===== src/rtl/gray_conv_arbiter_if.sv =====
// Handshake bundle for gray_conv_arbiter: per-channel gray requests in,
// one tagged binary result slot out.
interface gray_conv_arbiter_if #(
  parameter int NCH = 4,
  parameter int W   = 4
);
  localparam int CHW = $clog2(NCH);

  logic [NCH-1:0]   req_valid;
  logic [NCH*W-1:0] req_gray;
  logic [NCH-1:0]   req_ready;
  logic             out_valid;
  logic             out_ready;
  logic [W-1:0]     out_binary;
  logic [CHW-1:0]   out_ch;
  logic             out_err;

  // Arbiter side
  modport slave (
    input  req_valid, req_gray, out_ready,
    output req_ready, out_valid, out_binary, out_ch, out_err
  );

  // Requester / consumer side
  modport master (
    output req_valid, req_gray, out_ready,
    input  req_ready, out_valid, out_binary, out_ch, out_err
  );
endinterface


===== src/rtl/gray_conv_arbiter.sv =====
// Round-robin shared gray-to-binary converter with a single registered
// output slot tagged by channel index.
// Optional macro GRAY_STEP_CHK_EN: keep per-channel history of the last
// accepted code and flag steps that change more than one bit (out_err).
module gray_conv_arbiter #(
  parameter int NCH = 4,
  parameter int W   = 4
) (
  input logic               clk,
  input logic               rst,
  gray_conv_arbiter_if.slave bus
);
  localparam int CHW = $clog2(NCH);

  typedef enum logic {SLOT_EMPTY = 1'b0, SLOT_FULL = 1'b1} slot_state_t;

  slot_state_t    state_q, state_d;
  logic [CHW-1:0] ptr_q, ptr_d;
  logic [CHW-1:0] out_ch_q, out_ch_d;
  logic [W-1:0]   out_binary_q, out_binary_d;
  logic           out_err_q, out_err_d;

  logic [CHW:0]   idx;
  logic [CHW-1:0] grant_ch;
  logic           found;
  logic           slot_free;
  logic           accept;
  logic [NCH-1:0] grant_oh;
  logic [W-1:0]   sel_gray;
  logic [W-1:0]   sel_binary;
  logic           err_new;

  // Round-robin search: first valid channel at or after ptr, modulo NCH
  always_comb begin
    found    = 1'b0;
    grant_ch = '0;
    idx      = '0;
    for (int i = 0; i < NCH; i++) begin
      idx = {1'b0, ptr_q} + (CHW+1)'(i);
      if (idx >= (CHW+1)'(NCH)) idx = idx - (CHW+1)'(NCH);
      if (!found && bus.req_valid[idx[CHW-1:0]]) begin
        found    = 1'b1;
        grant_ch = idx[CHW-1:0];
      end
    end
  end

  // Reset blocks the handshake so nothing is consumed in a reset cycle
  assign slot_free = (state_q == SLOT_EMPTY) || bus.out_ready;
  assign accept    = !rst && slot_free && found;

  for (genvar gi = 0; gi < NCH; gi++) begin : g_ready
    assign grant_oh[gi] = accept && (grant_ch == CHW'(gi));
  end
  assign bus.req_ready = grant_oh;

  assign sel_gray = bus.req_gray[grant_ch*W +: W];

  // Binary bit i is the XOR of all gray bits at or above i (no ripple chain)
  for (genvar gi = 0; gi < W; gi++) begin : g_conv
    assign sel_binary[gi] = ^(sel_gray >> gi);
  end

`ifdef GRAY_STEP_CHK_EN
  logic [NCH*W-1:0] last_flat;
  logic [NCH-1:0]   seen_flat;
  logic [W-1:0]     step_diff;

  for (genvar gi = 0; gi < NCH; gi++) begin : g_hist
    logic [W-1:0] last_q, last_d;
    logic         seen_q, seen_d;

    // Capture the code of every accept granted to this channel
    always_comb begin
      last_d = last_q;
      seen_d = seen_q;
      if (grant_oh[gi]) begin
        last_d = sel_gray;
        seen_d = 1'b1;
      end
    end

    // History registers, cleared by reset
    always_ff @(posedge clk) begin
      if (rst) begin
        last_q <= '0;
        seen_q <= 1'b0;
      end else begin
        last_q <= last_d;
        seen_q <= seen_d;
      end
    end

    assign last_flat[gi*W +: W] = last_q;
    assign seen_flat[gi]        = seen_q;
  end

  assign step_diff = sel_gray ^ last_flat[grant_ch*W +: W];
  assign err_new   = seen_flat[grant_ch] && ($countones(step_diff) > 1);
`else
  assign err_new = 1'b0;
`endif

  // Slot and pointer next-state: refill on accept, drain on out_ready, else hold
  always_comb begin
    state_d      = state_q;
    ptr_d        = ptr_q;
    out_ch_d     = out_ch_q;
    out_binary_d = out_binary_q;
    out_err_d    = out_err_q;
    if (accept) begin
      state_d      = SLOT_FULL;
      out_binary_d = sel_binary;
      out_ch_d     = grant_ch;
      out_err_d    = err_new;
      ptr_d        = (grant_ch == CHW'(NCH-1)) ? '0 : grant_ch + 1'b1;
    end else if (bus.out_ready) begin
      state_d = SLOT_EMPTY;
    end
  end

  // Slot FSM and registered outputs
  always_ff @(posedge clk) begin
    if (rst) begin
      state_q      <= SLOT_EMPTY;
      ptr_q        <= '0;
      out_ch_q     <= '0;
      out_binary_q <= '0;
      out_err_q    <= 1'b0;
    end else begin
      state_q      <= state_d;
      ptr_q        <= ptr_d;
      out_ch_q     <= out_ch_d;
      out_binary_q <= out_binary_d;
      out_err_q    <= out_err_d;
    end
  end

  assign bus.out_valid  = (state_q == SLOT_FULL);
  assign bus.out_binary = out_binary_q;
  assign bus.out_ch     = out_ch_q;
  assign bus.out_err    = out_err_q;
endmodule


===== src/flat_wrapper.sv =====
// flat-port wrapper written by rule: the top's interface ports become plain ports
module gray_conv_arbiter_flat 
#(
  parameter int NCH = 4,
  parameter int W   = 4
)
  (clk, rst, bus_req_valid, bus_req_gray, bus_out_ready, bus_req_ready, bus_out_valid, bus_out_binary, bus_out_ch, bus_out_err);
  gray_conv_arbiter_if #(.NCH(NCH), .W(W)) bus_i ();
  input logic clk;
  input logic rst;
  input wire logic [$bits(bus_i.req_valid)-1:0] bus_req_valid;
  input wire logic [$bits(bus_i.req_gray)-1:0] bus_req_gray;
  input wire logic [$bits(bus_i.out_ready)-1:0] bus_out_ready;
  output wire logic [$bits(bus_i.req_ready)-1:0] bus_req_ready;
  output wire logic [$bits(bus_i.out_valid)-1:0] bus_out_valid;
  output wire logic [$bits(bus_i.out_binary)-1:0] bus_out_binary;
  output wire logic [$bits(bus_i.out_ch)-1:0] bus_out_ch;
  output wire logic [$bits(bus_i.out_err)-1:0] bus_out_err;
  assign bus_i.req_valid = bus_req_valid;
  assign bus_i.req_gray = bus_req_gray;
  assign bus_i.out_ready = bus_out_ready;
  assign bus_req_ready = bus_i.req_ready;
  assign bus_out_valid = bus_i.out_valid;
  assign bus_out_binary = bus_i.out_binary;
  assign bus_out_ch = bus_i.out_ch;
  assign bus_out_err = bus_i.out_err;
  gray_conv_arbiter #(.NCH(NCH), .W(W)) u_core (.clk(clk), .rst(rst), .bus(bus_i));
endmodule

===== config.mk =====
export PLATFORM = sky130hd
export DESIGN_NAME = gray_conv_arbiter_flat
export DESIGN_NICKNAME = d
export VERILOG_FILES = /design/src/rtl/gray_conv_arbiter_if.sv /design/src/rtl/gray_conv_arbiter.sv /design/src/flat_wrapper.sv
export SDC_FILE = /design/constraint.sdc
export NUM_CORES = 1
export LEC_CHECK = 0
export CORE_UTILIZATION = 35
export DETAILED_ROUTE_END_ITERATION = 7
export GPL_ROUTABILITY_DRIVEN = 0
export GPL_TIMING_DRIVEN = 0
export PLACE_DENSITY = 0.75
export SYNTH_ARGS = -nofsm -noshare
export SYNTH_HDL_FRONTEND = slang
export SYNTH_SLANG_ARGS = --single-unit
export TNS_END_PERCENT = 30

===== constraint.sdc =====
create_clock -name clk -period 1.95 [get_ports clk]
set_clock_uncertainty 0.1 [all_clocks]
set_input_delay 0.39 -clock clk [delete_from_list [all_inputs] [get_ports clk]]
set_output_delay 0.39 -clock clk [all_outputs]
set_load 0.02 [all_outputs]

==> impl_metrics.py, run 1 <==
metrics = {
    "status": {
        "status": "complete, but fails checks",
        "violated_checks": "negative setup slack",
    },
    "cells_and_area": {
        "final_core_utilization_pct": 68.6,
        "share_of_layout_cells_above_drive_strength_1_pct": 31.4,
        "n_antenna_cell": 0,
        "layout-area-overhead-vs-synth_pct": 78.6,
        "fin_cells": 146,
        "finish.net_count": 149,
    },
    "logic_synthesis": {
        "yosys_warnings": 0,
        "synthDistinctLibCells": 28,
        "synth_ff_type": "sky130_fd_sc_hd__dfxtp_1",
        "synth_enable_flop_cells": 0,
        "synth-seq-area-share_pct": 26.3,
        "post_synth_instance_area_um2": 684,
        "syn-mean-instance-area_um2": 9.01,
        "postSynth.asyncResetShare_pct": 0,
        "ys_top_cells_by_area": "sky130_fd_sc_hd__dfxtp_1 26%, sky130_fd_sc_hd__mux2i_1 15%, sky130_fd_sc_hd__nand3b_1 7.7%",
        "postSynthRegisterBits": 9,
        "netlist.area_leader.share_pct": 26.3,
        "yosysMostFrequentCell": "sky130_fd_sc_hd__mux2i_1",
        "post_synth_inst_count": 76,
        "postSynthNetCount": 103,
        "dominant_cell_type_by_area_after_synthesis": "sky130_fd_sc_hd__dfxtp_1",
        "synth_top_cells_by_count": "10 x sky130_fd_sc_hd__mux2i_1, 9 x sky130_fd_sc_hd__dfxtp_1, 7 x sky130_fd_sc_hd__nand3b_1",
    },
    "setup_path": {
        "crit-reg2reg-launch": "u_core.ptr_q[1]",
        "crit-reg2reg-capture": "u_core.bus.out_binary[0]",
        "critical_path_peak_fanout": 5,
        "critical_path_data_required_time_ns": 1.46,
        "setup.worst_path.class": "input port to primary output",
        "worstSetupEndpointType": "primary output",
        "worst_ep_arrival_time_ns": 1.76,
        "start_kind": "input port",
        "setup.worst_path.end": "bus_req_ready[0]",
        "r2r_cells": 10,
        "r2r_slack_ns": -0.28,
        "cp_launch_point": "bus_req_valid[2]",
    },
    "power_and_ir_drop": {
        "power.static_leakage_uw": 0.000494,
        "pwr_density_cell_nw_per_um2": 802,
        "cellInternalPower_uw": 628,
        "power_frac_comb_pct": 59.1,
        "report.power.total_uw": 981,
        "power.sequential.fraction_pct": 26.2,
        "p_sw_share_pct": 36.0,
        "ir_drop_mv": 0.430,
        "share_clk_of_total_power_pct": 14.8,
        "netSwitchingPower_uw": 353,
    },
    "clocking": {
        "clk_latency_ns": 0.26,
        "cts.clk_slew.worst_paths_ns": 0.06,
        "tritoncts": "built",
        "cts_max_level": 1,
        "cts.sinks": 9,
        "cts_root_buf": "sky130_fd_sc_hd__clkbuf_4",
        "largest_buffer_count_on_any_clock_path": 2,
        "numCtsBuffers": 3,
        "holdBufCountCts": 0,
    },
    "sta": {
        "worst_slew_pin_slew_ns": 0.509,
        "finalSetupViolCount": 11,
        "share_of_the_clock_period_used_by_the_worst_path_pct": 116,
        "slew_headroom_pct": 65.8,
        "report.final.slew_viol_count": 0,
        "setup_tns_ns": -2.11,
        "post-route-worst-setup-slack_ns": -0.304,
        "maxClockFrequency_mhz": 444,
        "final_period_minus_worst_setup_slack_ns": 2.25,
        "rsz0062_at_grt": "true",
        "report.final.hold_viol_count": 0,
    },
    "route": {
        "number_of_remaining_drc_errors": 0,
        "antenna_violating_nets_remaining": 0,
        "viasPerCell": 4.77,
        "detailedRoute.firstPassIterationCount": 4,
        "detail_route.wl_per_cell_um": 11.3,
        "num_vias": 696,
        "drt_wl_total_um": 1660,
        "drt-initial-drc-count": 10,
    },
    "global_route": {
        "grt_max_degree": 11,
        "grt_antenna_before_repair": 0,
        "first_global_vias": 659,
        "grt_ovf": 0,
        "global_route_wire_length_before_repair_um": 2550,
        "global_router_s_overall_resource_usage_pct": 16.8,
    },
    "worst_hold_path": {
        "min-delay-path-class": "register to register",
    },
    "die": {
        "placementRows": 15,
        "die_w_um": 46.2,
        "design.die.area_um2": 2140,
        "effective_utilization_at_floorplan_pct": 38.4,
        "fp.dieH_um": 46.2,
        "design.portCount": 35,
        "core_region_area_um2": 1780,
    },
    "placement": {
        "port_buffers": 33,
        "total_half_perimeter_wirelength_after_legalization_and_detailed_placement_um": 1190,
        "place_ws_ns": -1.08,
        "dpl.cell_count": 134,
    },
    "job": {
        "max-cap-violations": 0,
    },
}
==> per-layer routing <==
layer	vias to the layer above	GRT usage, %	part of all wire, %
li1	353	-	-
met1	305	18.1	37
met2	34	30.4	55
met3	4	4.71	5.6
met4	0	7.06	1.5
met5	-	0	0
==> state kept, by name, indices dropped and copies added, names as in the netlist <==
signal and cells:
u_core.bus.out_binary 4, u_core.bus.out_ch 2, u_core.bus.out_valid 1, u_core.ptr_q 2
==> worst max-delay path: stages <==
cell                              delay, ns
sky130_fd_sc_hd__clkdlybuf4s15_1       0.26
sky130_fd_sc_hd__mux2i_1               0.17
sky130_fd_sc_hd__nor2_1                0.07
sky130_fd_sc_hd__a311oi_2              0.25
sky130_fd_sc_hd__buf_6                 0.18
sky130_fd_sc_hd__inv_6                 0.05
sky130_fd_sc_hd__ha_4                  0.14
sky130_fd_sc_hd__and2_4                0.13
sky130_fd_sc_hd__buf_6                 0.12
==> metrics by stage <==
stage          instance area (um^2)  hold WS [ns]
6_report                       1220         0.384
5_1_grt                        1220         0.408
4_1_cts                        1190         0.389
3_5_place_dp                   1060         0.376
3_3_place_gp                   1060         0.364
2_1_floorplan                   697         0.381
==> how the worst min path moves through the flow <==
| stage | cells past startpoint | slack (ns) | to | startpoint |
|---|---|---|---|---|
| after floorplan | 2 | 0.38 | u_core.ptr_q[0] | u_core.ptr_q[0] |
| after global placement | 2 | 0.36 | u_core.bus.out_binary[0] | u_core.bus.out_binary[0] |
| after global routing | 2 | 0.41 | u_core.bus.out_binary[2] | u_core.bus.out_binary[2] |
| final | 2 | 0.38 | u_core.bus.out_binary[2] | u_core.bus.out_binary[2] |
| after CTS | 2 | 0.39 | u_core.bus.out_binary[2] | u_core.bus.out_binary[2] |
| after detailed placement | 2 | 0.38 | u_core.bus.out_ch[1] | u_core.bus.out_ch[1] |
==> cell families after synthesis <==
group           Yosys count  synth area share (%)
flops                     9                  26.3
compound gates           13                  11.7
other cells               1                 0.548
fa+ha+maj                 4                  7.31
xor+xnor                  4                  6.22
buf+inv                   9                  6.58
simple gates             23                  20.1
mux                      13                  21.2
==> power groups by stage <==
stage | registers, uW | logic [uW] | clock network, uW
2_1_floorplan | 302 | 255 | 0
3_3_place_gp | 260 | 458 | 0
3_5_place_dp | 263 | 468 | 0
4_1_cts | 256 | 551 | 151
5_1_grt | 263 | 623 | 159
6_report | 257 | 579 | 145
==> placed cells by master (no fill, tap or decap), drive strengths merged <==
cell,count
a21oi,4
a311oi,1
and2,4
buf,14
clkbuf,8
clkdlybuf4s15,1
clkdlybuf4s50,25
conb,1
dfxtp,9
dlygate4sd2,2
ha,4
inv,4
mux2,2
mux2i,11
nand2,2
nand2b,1
nand3b,7
nor2,3
nor2b,2
nor3,2
nor4,1
o21ai,7
o2bb2a,1
or3,1
xnor2,2
xor2,2
==> what timing repair did <==
item                       CTS  global route
pin swaps                    2             7
setup endpoints to repair   12            11
resized for setup           42             8
buffers inserted             6             2
gates cloned                 0             0
==> cell type report <==
cell class | count | area (um^2)
repair buffers | 41 | 385
clock buffers | 4 | 26.3
flip-flops and latches | 9 | 184
plain buffers | 5 | 30.0
inverters | 4 | 25.0
well taps | 25 | 31.3
multi-input cells | 58 | 541
fillers | 145 | 561
Power figures use the tool's default switching activity.
==> inputs of run 2 (changes only) <==
- CORE_MARGIN: unset -> 1
==> results of run 2 <==
No change in the layout: final DEF, timing and power equal those of run 1.
==> inputs of run 3 (changes only) <==
- CAP_MARGIN: unset -> 25
- CORE_UTILIZATION: 35 -> 44
- DONT_BUFFER_PORTS: unset -> 1
- GPL_TIMING_DRIVEN: 0 -> unset
- PLACE_DENSITY: 0.75 -> unset
==> impl_metrics.py, run 3 (synthesis gave the netlist of run 1 again) <==
metrics = {
    "route": {
        "detailedRoute.firstPassIterationCount": 2,
        "detail_route.wl_per_cell_um": 13.9,
        "antenna_violating_nets_remaining": 0,
        "number_of_remaining_drc_errors": 0,
        "viasPerCell": 5.46,
        "num_vias": 551,
        "drt_wl_total_um": 1400,
        "drt-initial-drc-count": 9,
    },
    "die": {
        "die_w_um": 41.4,
        "placementRows": 13,
        "design.portCount": 35,
        "design.die.area_um2": 1720,
        "effective_utilization_at_floorplan_pct": 50.1,
        "fp.dieH_um": 41.4,
        "core_region_area_um2": 1370,
    },
    "placement": {
        "total_half_perimeter_wirelength_after_legalization_and_detailed_placement_um": 1080,
        "postPlaceCellArea_um2": 761,
        "port_buffers": 0,
        "place_ws_ns": -0.130,
    },
    "sta": {
        "final_period_minus_worst_setup_slack_ns": 2.15,
        "finalSetupViolCount": 7,
        "share_of_the_clock_period_used_by_the_worst_path_pct": 110,
        "report.final.hold_viol_count": 0,
        "maxClockFrequency_mhz": 464,
        "report.final.slew_viol_count": 0,
        "worst_slew_pin_slew_ns": 0.520,
        "rsz0062_at_grt": "true",
        "setup_tns_ns": -1.12,
        "post-route-worst-setup-slack_ns": -0.204,
        "slew_headroom_pct": 65.0,
    },
    "clocking": {
        "holdBufCountCts": 0,
        "largest_buffer_count_on_any_clock_path": 2,
        "cts_root_buf": "sky130_fd_sc_hd__clkbuf_4",
        "cts_max_level": 1,
        "clk_latency_ns": 0.27,
        "cts.clk_slew.worst_paths_ns": 0.07,
        "numCtsBuffers": 3,
        "tritoncts": "built",
        "cts.sinks": 9,
    },
    "cells_and_area": {
        "final_cell_mix": "9 x sky130_fd_sc_hd__buf_4, 8 x sky130_fd_sc_hd__dfxtp_1, 7 x sky130_fd_sc_hd__mux2i_1, 7 x sky130_fd_sc_hd__nand3b_1",
        "layout-area-overhead-vs-synth_pct": 24.1,
        "final_common_cell": "sky130_fd_sc_hd__buf_4",
        "post-route-cell-area_um2": 850,
        "largest_register_ff_count": 4,
        "n_antenna_cell": 0,
        "share_of_layout_cells_above_drive_strength_1_pct": 34.9,
        "finish.net_count": 114,
    },
    "global_route": {
        "grt_ovf": 0,
        "grt_antenna_before_repair": 0,
        "global_route_wire_length_before_repair_um": 2250,
        "global_router_s_overall_resource_usage_pct": 16.7,
        "first_global_vias": 488,
        "grt_max_degree": 12,
    },
    "setup_path": {
        "r2r_slack_ns": -0.19,
        "worst_ep_arrival_time_ns": 1.66,
        "start_kind": "register",
        "worstSetupEndpointType": "primary output",
        "critical_path_peak_fanout": 4,
        "setup.worst_path.class": "register to primary output",
        "r2r_cells": 10,
        "crit-reg2reg-capture": "u_core.bus.out_binary[0]",
        "critical_path_data_required_time_ns": 1.46,
        "crit-reg2reg-launch": "u_core.ptr_q[1]",
    },
    "worst_hold_path": {
        "worstHoldPathCells": 1,
        "min-delay-path-class": "input port to register",
        "min_delay_worst_endpoint": "u_core.ptr_q[0]",
        "hold_path_start": "rst",
    },
    "power_and_ir_drop": {
        "pwr_density_cell_nw_per_um2": 1000,
        "report.power.total_uw": 852,
        "ir_drop_mv": 0.442,
        "power.static_leakage_uw": 0.000356,
    },
    "status": {
        "status": "complete, but fails checks",
        "violated_checks": "negative setup slack",
    },
    "job": {
        "max-cap-violations": 0,
    },
}
[run 3: timing repair]
| item | in CTS | in global routing |
|---|---|---|
| setup endpoints to repair | 7 | 8 |
| resized for setup | 13 | 1 |
| setup buffers | 1 | 0 |
[run 3: layout make-up]
| type | instances | area [um^2] |
|---|---|---|
| Fill cell | 123 | 517 |
| Sequential cell | 9 | 181 |
| Timing Repair Buffer | 11 | 98.8 |
| Tap cell | 15 | 18.8 |
| Multi-Input combinational cell | 58 | 507 |
| Clock buffer | 4 | 26.3 |
| Inverter | 4 | 17.5 |
[run 3: how the worst max path moves through the flow]
stage | startpoint | to | depth (start not counted)
floorplan | u_core.ptr_q[1] | u_core.bus.out_binary[1] | 9
global placement | u_core.ptr_q[1] | u_core.bus.out_binary[0] | 9
detailed placement | u_core.ptr_q[1] | u_core.bus.out_binary[1] | 9
CTS | u_core.ptr_q[1] | bus_req_ready[3] | 7
global route | u_core.ptr_q[1] | u_core.bus.out_binary[1] | 10
finish | u_core.ptr_q[1] | bus_req_ready[3] | 7
[run 3: routing by layer]
| layer | GRT usage [%] | up-vias | share of wire [%] |
|---|---|---|---|
| met5 | 0 | - | 0 |
| met3 | 3.48 | 2 | 6.9 |
| met4 | 7.74 | 0 | 0.93 |
| met1 | 20.8 | 244 | 43 |
| met2 | 27.2 | 26 | 49 |
| li1 | - | 279 | - |
[run 3: metrics by stage]
stage,util [%],cells,hold WS [ns]
3_3_place_gp,55.7,96,0.364
6_report,62.2,101,0.0823
3_5_place_dp,55.7,96,0.365
2_1_floorplan,-,76,0.381
4_1_cts,61.9,101,0.0848
5_1_grt,62.2,101,0.0778
[run 3: worst max-delay path: stages (launching register included)]
cell	delay (ns)
sky130_fd_sc_hd__dfxtp_2	0.36
sky130_fd_sc_hd__mux2i_1	0.18
sky130_fd_sc_hd__nor2_1	0.06
sky130_fd_sc_hd__a311oi_2	0.21
sky130_fd_sc_hd__buf_6	0.16
sky130_fd_sc_hd__buf_4	0.11
sky130_fd_sc_hd__ha_1	0.15
sky130_fd_sc_hd__and2_4	0.17
[run 3: where the power goes]
group          internal, uW  switching, uW  total (uW)  leakage [uW]
combinational           220            176         397      0.000266
clock                  78.9           71.0         150     0.0000150
sequential              229           75.4         305     0.0000751
total                   529            323         852      0.000356
